<file path="src/rtl/chronos_pkg.sv">
// rtl/chronos_pkg.sv - shared tile addressing types for the chronos tile fabric
package chronos_pkg;
  localparam int N_TILES   = 16;
  localparam int TILE_ID_W = $clog2(N_TILES);
  typedef logic [TILE_ID_W-1:0] tile_id_t;
endpackage

</file>
<file path="src/rtl/noc_inj_fifo.sv">
// rtl/noc_inj_fifo.sv - per-producer sync FIFO for the tile NoC injector
module noc_inj_fifo #(
  parameter int WIDTH = 8,
  parameter int DEPTH = 4
) (
  input  logic             clk,
  input  logic             rstn,
  input  logic             push,
  input  logic             pop,
  input  logic [WIDTH-1:0] din,
  output logic             not_full,
  output logic             empty,
  output logic [WIDTH-1:0] head
);
  localparam int PTR_W = $clog2(DEPTH);
  localparam int CNT_W = PTR_W + 1;

  logic [WIDTH-1:0] mem [DEPTH];
  logic [PTR_W-1:0] wr_ptr;
  logic [PTR_W-1:0] rd_ptr;
  logic [CNT_W-1:0] count;
  logic [CNT_W-1:0] count_next;
  logic             push_en;
  logic             pop_en;

  assign push_en = push && not_full;
  assign pop_en  = pop && !empty;
  assign empty   = (count == '0);
  assign head    = mem[rd_ptr];

  always_comb begin
    count_next = count;
    case ({push_en, pop_en})
      2'b10:   count_next = count + CNT_W'(1);
      2'b01:   count_next = count - CNT_W'(1);
      default: count_next = count;
    endcase
  end

  always_ff @(posedge clk) begin
    if (push_en) mem[wr_ptr] <= din;
  end

  // not_full is registered from the next count, so a slot freed by a pop shows up one cycle later
  always_ff @(posedge clk) begin
    if (!rstn) begin
      wr_ptr   <= '0;
      rd_ptr   <= '0;
      count    <= '0;
      not_full <= 1'b0;
    end else begin
      if (push_en) wr_ptr <= wr_ptr + PTR_W'(1);
      if (pop_en)  rd_ptr <= rd_ptr + PTR_W'(1);
      count    <= count_next;
      not_full <= (count_next < CNT_W'(DEPTH));
    end
  end
endmodule

</file>
<file path="src/rtl/tile_noc_injector.sv">
// rtl/tile_noc_injector.sv - merges local producers onto one tile_noc slave port
// Per-producer FIFOs, round-robin arbiter and a registered output stage held until accepted.
module tile_noc_injector
  import chronos_pkg::*;
#(
  parameter int NUM_SRC    = 4,
  parameter int DATA_WIDTH = 32,
  parameter int FIFO_DEPTH = 4
) (
  input  logic                  clk,
  input  logic                  rstn,
  input  logic [NUM_SRC-1:0]    in_valid,
  output logic [NUM_SRC-1:0]    in_ready,
  input  tile_id_t              in_dst  [NUM_SRC],
  input  logic [DATA_WIDTH-1:0] in_data [NUM_SRC],
  output logic                  s_wvalid,
  input  logic                  s_wready,
  output tile_id_t              s_port,
  output logic [DATA_WIDTH-1:0] s_wdata,
  output logic [31:0]           sent_count
);
  localparam int IDX_W = $clog2(NUM_SRC);

  typedef struct packed {
    tile_id_t              dst;
    logic [DATA_WIDTH-1:0] data;
  } entry_t;

  localparam int ENTRY_W = $bits(entry_t);

  entry_t             head [NUM_SRC];
  logic [NUM_SRC-1:0] empty;
  logic [NUM_SRC-1:0] pop;
  logic [IDX_W-1:0]   rr;
  logic [IDX_W-1:0]   grant;
  logic [IDX_W-1:0]   rr_next;
  logic               grant_valid;
  logic               load;

  for (genvar i = 0; i < NUM_SRC; i++) begin : g_fifo
    noc_inj_fifo #(
      .WIDTH (ENTRY_W),
      .DEPTH (FIFO_DEPTH)
    ) u_fifo (
      .clk      (clk),
      .rstn     (rstn),
      .push     (in_valid[i]),
      .pop      (pop[i]),
      .din      ({in_dst[i], in_data[i]}),
      .not_full (in_ready[i]),
      .empty    (empty[i]),
      .head     (head[i])
    );
  end

  // First non-empty FIFO at or after rr, wrapping.
  always_comb begin
    grant_valid = 1'b0;
    grant       = rr;
    for (int k = 0; k < NUM_SRC; k++) begin
      if (!grant_valid && !empty[(int'(rr) + k) % NUM_SRC]) begin
        grant_valid = 1'b1;
        grant       = IDX_W'((int'(rr) + k) % NUM_SRC);
      end
    end
  end

  assign load    = !s_wvalid || s_wready;
  assign rr_next = (grant == IDX_W'(NUM_SRC - 1)) ? '0 : grant + IDX_W'(1);

  always_comb begin
    pop = '0;
    if (load && grant_valid) pop[grant] = 1'b1;
  end

  always_ff @(posedge clk) begin
    if (!rstn) begin
      s_wvalid   <= 1'b0;
      s_port     <= '0;
      s_wdata    <= '0;
      rr         <= '0;
      sent_count <= '0;
    end else begin
      if (s_wvalid && s_wready) sent_count <= sent_count + 32'd1;
      if (load) begin
        if (grant_valid) begin
          s_wvalid <= 1'b1;
          s_port   <= head[grant].dst;
          s_wdata  <= head[grant].data;
          rr       <= rr_next;
        end else begin
          s_wvalid <= 1'b0;
        end
      end
    end
  end
endmodule

</file>
<file path="config.mk">
export PLATFORM = sky130hd
export DESIGN_NAME = tile_noc_injector
export DESIGN_NICKNAME = d
export VERILOG_FILES = /design/src/rtl/chronos_pkg.sv /design/src/rtl/noc_inj_fifo.sv /design/src/rtl/tile_noc_injector.sv
export SDC_FILE = /design/constraint.sdc
export NUM_CORES = 1
export LEC_CHECK = 0
export ABC_CLOCK_PERIOD_IN_PS = 3320
export CORE_MARGIN = 10
export CORE_UTILIZATION = 45
export DETAILED_ROUTE_END_ITERATION = 10
export GPL_TIMING_DRIVEN = 1
export PLACE_DENSITY = 0.68
export SLEW_MARGIN = 15
export SYNTH_ARGS = -nofsm -noshare
export SYNTH_HDL_FRONTEND = slang
export SYNTH_SLANG_ARGS = --single-unit
</file>
<file path="constraint.sdc">
create_clock -name clk -period 3.32 [get_ports clk]
set_input_delay 0.664 -clock clk [delete_from_list [all_inputs] [get_ports clk]]
set_output_delay 0.664 -clock clk [all_outputs]
set_load 0.01 [all_outputs]
</file>
==> results_dict.tcl <==
set metrics [dict create \
    via_count 13686 \
    grt_pass1_wl_um 92770 \
    nFillCells 4531 \
    design.die.area_um2 70490 \
    path_buf_inv 1 \
    ys_types 44 \
    io_pins 224 \
    r2r-end "g_fifo[1].u_fifo.not_full$_SDFF_PN0_" \
    grt_pass1_vias 14425 \
    cp_data_arrival_time_ns 3.54 \
    startpoint "g_fifo[3].u_fifo.count[1]$_SDFFE_PN0N_" \
    r2r_cells 11 \
    cts.clk_slew.worst_paths_ns 0.06 \
    max_freq_mhz 327.5 \
    finalHoldViolCount 0 \
    gp_congestion 0.8139 \
    maxSlewHeadroom 0.5239 \
    multi_input_area_um2 7193 \
    total_leakage_power_nw 10.55 \
    synth-edff-count 576 \
    clockRootBuffer "clkbuf_16" \
    synth_seq_cells 687 \
    hold_path_depth 2 \
    yosysTopAreaCellShare 0.6378 \
    cts_setup_buffers 0 \
    drc 0 \
    portBuffers 223 \
    routedWlPerCell_um 24.93 \
    drv_cap 0 \
    yosysMostFrequentCell "edfxtp_1" \
    cts_tree "done" \
    cp.required_ns 3.81 \
    ctsHoldBuffers 0 \
    core-area_um2 59350 \
    end_kind "flip-flop" \
    cts_buffers 72 \
    clk_latency_ns 0.62 \
    dp.final_hpwl_um 40120 \
    synthFlopType "edfxtp_1" \
    drive_above_1_share 0.2207 \
    fin_crit_ns 3.053 \
    crit_top_cell "xnor2_1" \
    wl_um 61670 \
    crit_chain "or3_1 -> a311oi_1 -> a211oi_4 -> buf_4 -> and3_1 -> ha_1 -> fa_1 -> xnor2_1 -> nor2_1 -> xnor2_1 -> and2_1" \
    cts.sinks 687 \
    status "complete, no violations" \
    synth_cells 1386 \
    finClkSkew_ns 0.02942 \
    grt-ovfl-total 0 \
    fin_util 0.5535 \
    critical_path_class "flip-flop to flip-flop" \
    peakVddDrop_mv 0.9699 \
    fp.dieH_um 265.5 \
    drtIter0Drc 1079 \
    fin_crit_sh 0.9196 \
    cp_slowest_cell "or3_1" \
    gr-usage-all-layers 0.1764 \
    yosysWarnings 0 \
    min-delay-start "g_fifo[0].u_fifo.rd_ptr[1]$_SDFFE_PN0P_" \
    synthTopCellsByArea "edfxtp_1 64%, mux4_2 12%, dfxtp_1 8.2%" \
    hp-class "flip-flop to flip-flop" \
    avgSynthCellArea_um2 19.57 \
    cts_resized 0 \
    cpLargestDelayFamily "simple AND/OR/NAND/NOR gates" \
    synth_top_cell_by_area "edfxtp_1" \
    drtAntennaViolNets 0 \
    cpPeakStageDelay_ns 0.44 \
    dr.pass1.iters 4 \
    layout.nets 1818 \
    reg2reg_from "g_fifo[3].u_fifo.count[1]$_SDFFE_PN0N_" \
    powerDensity_nw_per_um2 779.2 \
    area_growth_pct 21.12 \
    crit_path_start_kind "flip-flop" \
    rsz0062_at_grt "no" \
    yosys-top-cells-count "576 x edfxtp_1, 144 x mux4_2, 111 x dfxtp_1" \
    worst_slew_pin_slew_ns 0.7142 \
    rows 89 \
    async_flop_share 0 \
    setup-violations-final 0 \
    h-tree-depth 3 \
    via_per_inst 5.532 \
    synth-seq-area-share 0.7197 \
    grt_max_degree 112 \
    crit_path_max_fanout 10 \
    cts.path.max_buffers 3 \
    area.sequential_um2 19530 \
    syn_nets 1563 \
    die_width_um 265.5 \
    syn-cell-area_um2 27120 \
    start_util 0.4569 \
    antenna_found_initial 10 \
    r2r_slack_ns 0.27 \
    slew_violations 0 \
    finalSetupTns_ns 0 \
]
==> metal layers <==
metal	track usage	wire [um]	part of all wire	vias to the layer above
met4	0.05855	1613	0.026	18
li1	-	-	-	6160
met5	0	112	0.0018	-
met3	0.04927	3977	0.064	102
met1	0.2160	24720	0.40	7051
met2	0.2981	31250	0.51	355
==> worst reg2reg max path, cell delays in order, from the launching register on <==
cell and delay, ns:
dfxtp_1 0.34, or3_1 0.44, a311oi_1 0.43, a211oi_4 0.12, buf_4 0.23, and3_1 0.23
ha_1 0.25, fa_1 0.39, xnor2_1 0.13, nor2_1 0.13, xnor2_1 0.09, and2_1 0.15
==> worst max-delay path by stage <==
stage | endpoint | slack [ns] | cells past startpoint
6_report | g_fifo[1].u_fifo.not_full$_SDFF_PN0_ | 0.27 | 11
5_1_grt | g_fifo[3].u_fifo.not_full$_SDFF_PN0_ | 0.08 | 13
4_1_cts | g_fifo[1].u_fifo.not_full$_SDFF_PN0_ | 0.25 | 11
3_5_place_dp | g_fifo[1].u_fifo.not_full$_SDFF_PN0_ | 0.14 | 11
3_3_place_gp | g_fifo[1].u_fifo.not_full$_SDFF_PN0_ | 0.18 | 11
2_1_floorplan | g_fifo[3].u_fifo.not_full$_SDFF_PN0_ | 0.31 | 13
==> flip-flops by register name (all words and copies together) (netlist names), named ones only <==
name	flops
g_fifo.u_fifo.mem	576
s_wdata	32
sent_count	32
g_fifo.u_fifo.count	8
g_fifo.u_fifo.rd_ptr	8
g_fifo.u_fifo.wr_ptr	8
g_fifo.u_fifo.not_full	4
s_port	4
rr	2
s_wvalid	1
==> power by group <==
group | internal [W] | total (W) | leakage (nW) | switching (W)
registers | 0.00990 | 0.0103 | 6.14 | 0.000365
clock network | 0.00480 | 0.00811 | 1.17 | 0.00330
logic | 0.00305 | 0.00723 | 3.24 | 0.00418
==> area by class of cell <==
| cell class | instances | area share |
|---|---|---|
| diodes | 2 | 0.0001524 |
| well taps | 773 | 0.02944 |
| clock inverters | 41 | 0.01352 |
| multi-input cells | 610 | 0.2190 |
| flip-flops and latches | 687 | 0.5944 |
| inverters | 11 | 0.001257 |
| clock buffers | 91 | 0.06018 |
| repair buffers | 259 | 0.08212 |
==> kinds of logic (layout without fill, tap and decap cells) <==
family                   Yosys count  count (layout)  share of synthesized area
adder cells (fa/ha/maj)           26              26                    0.01310
flip-flops                       687             687                     0.7197
AND/OR/NAND/NOR                  212             212                    0.04609
multiplexers                     193             193                     0.1377
XOR/XNOR                          45              45                    0.01453
buffers and inverters             89             402                    0.01647
AO/OA/AOI/OAI                    134             134                    0.05245
other                              0               2                          0
==> through the flow <==
stage | worst slack (ns) | instance area, um2 | cells | hold slack (ns) | total power (W)
2_1_floorplan | 0.3123 | 27120 | 1386 | 0.4451 | 0.01544
3_3_place_gp | 0.1758 | 30420 | 2340 | 0.4538 | 0.01764
3_5_place_dp | 0.1414 | 30420 | 2340 | 0.4700 | 0.01781
4_1_cts | 0.2525 | 32850 | 2472 | 0.4792 | 0.02597
5_1_grt | 0.08040 | 32850 | 2473 | 0.5062 | 0.02673
6_report | 0.2669 | 32850 | 2474 | 0.4721 | 0.02560
==> cell usage in the layout, fill, tap and decap left out, drive strengths merged, types with 17 or more instances in the layout <==
master / netlist / routed
edfxtp: 576 / 576
clkdlybuf4s50: 0 / 222
mux4: 144 / 144
dfxtp: 111 / 111
clkbuf: 36 / 91
mux2i: 49 / 49
nor2b: 46 / 46
and2: 44 / 44
o21ai: 42 / 42
o32ai: 37 / 37
buf: 42 / 37
xnor2: 36 / 36
a221oi: 36 / 36
nand2: 33 / 33
clkinv: 0 / 27
and3: 24 / 24
ha: 22 / 22
nand3: 17 / 17
(Power assumes the default switching activity.)
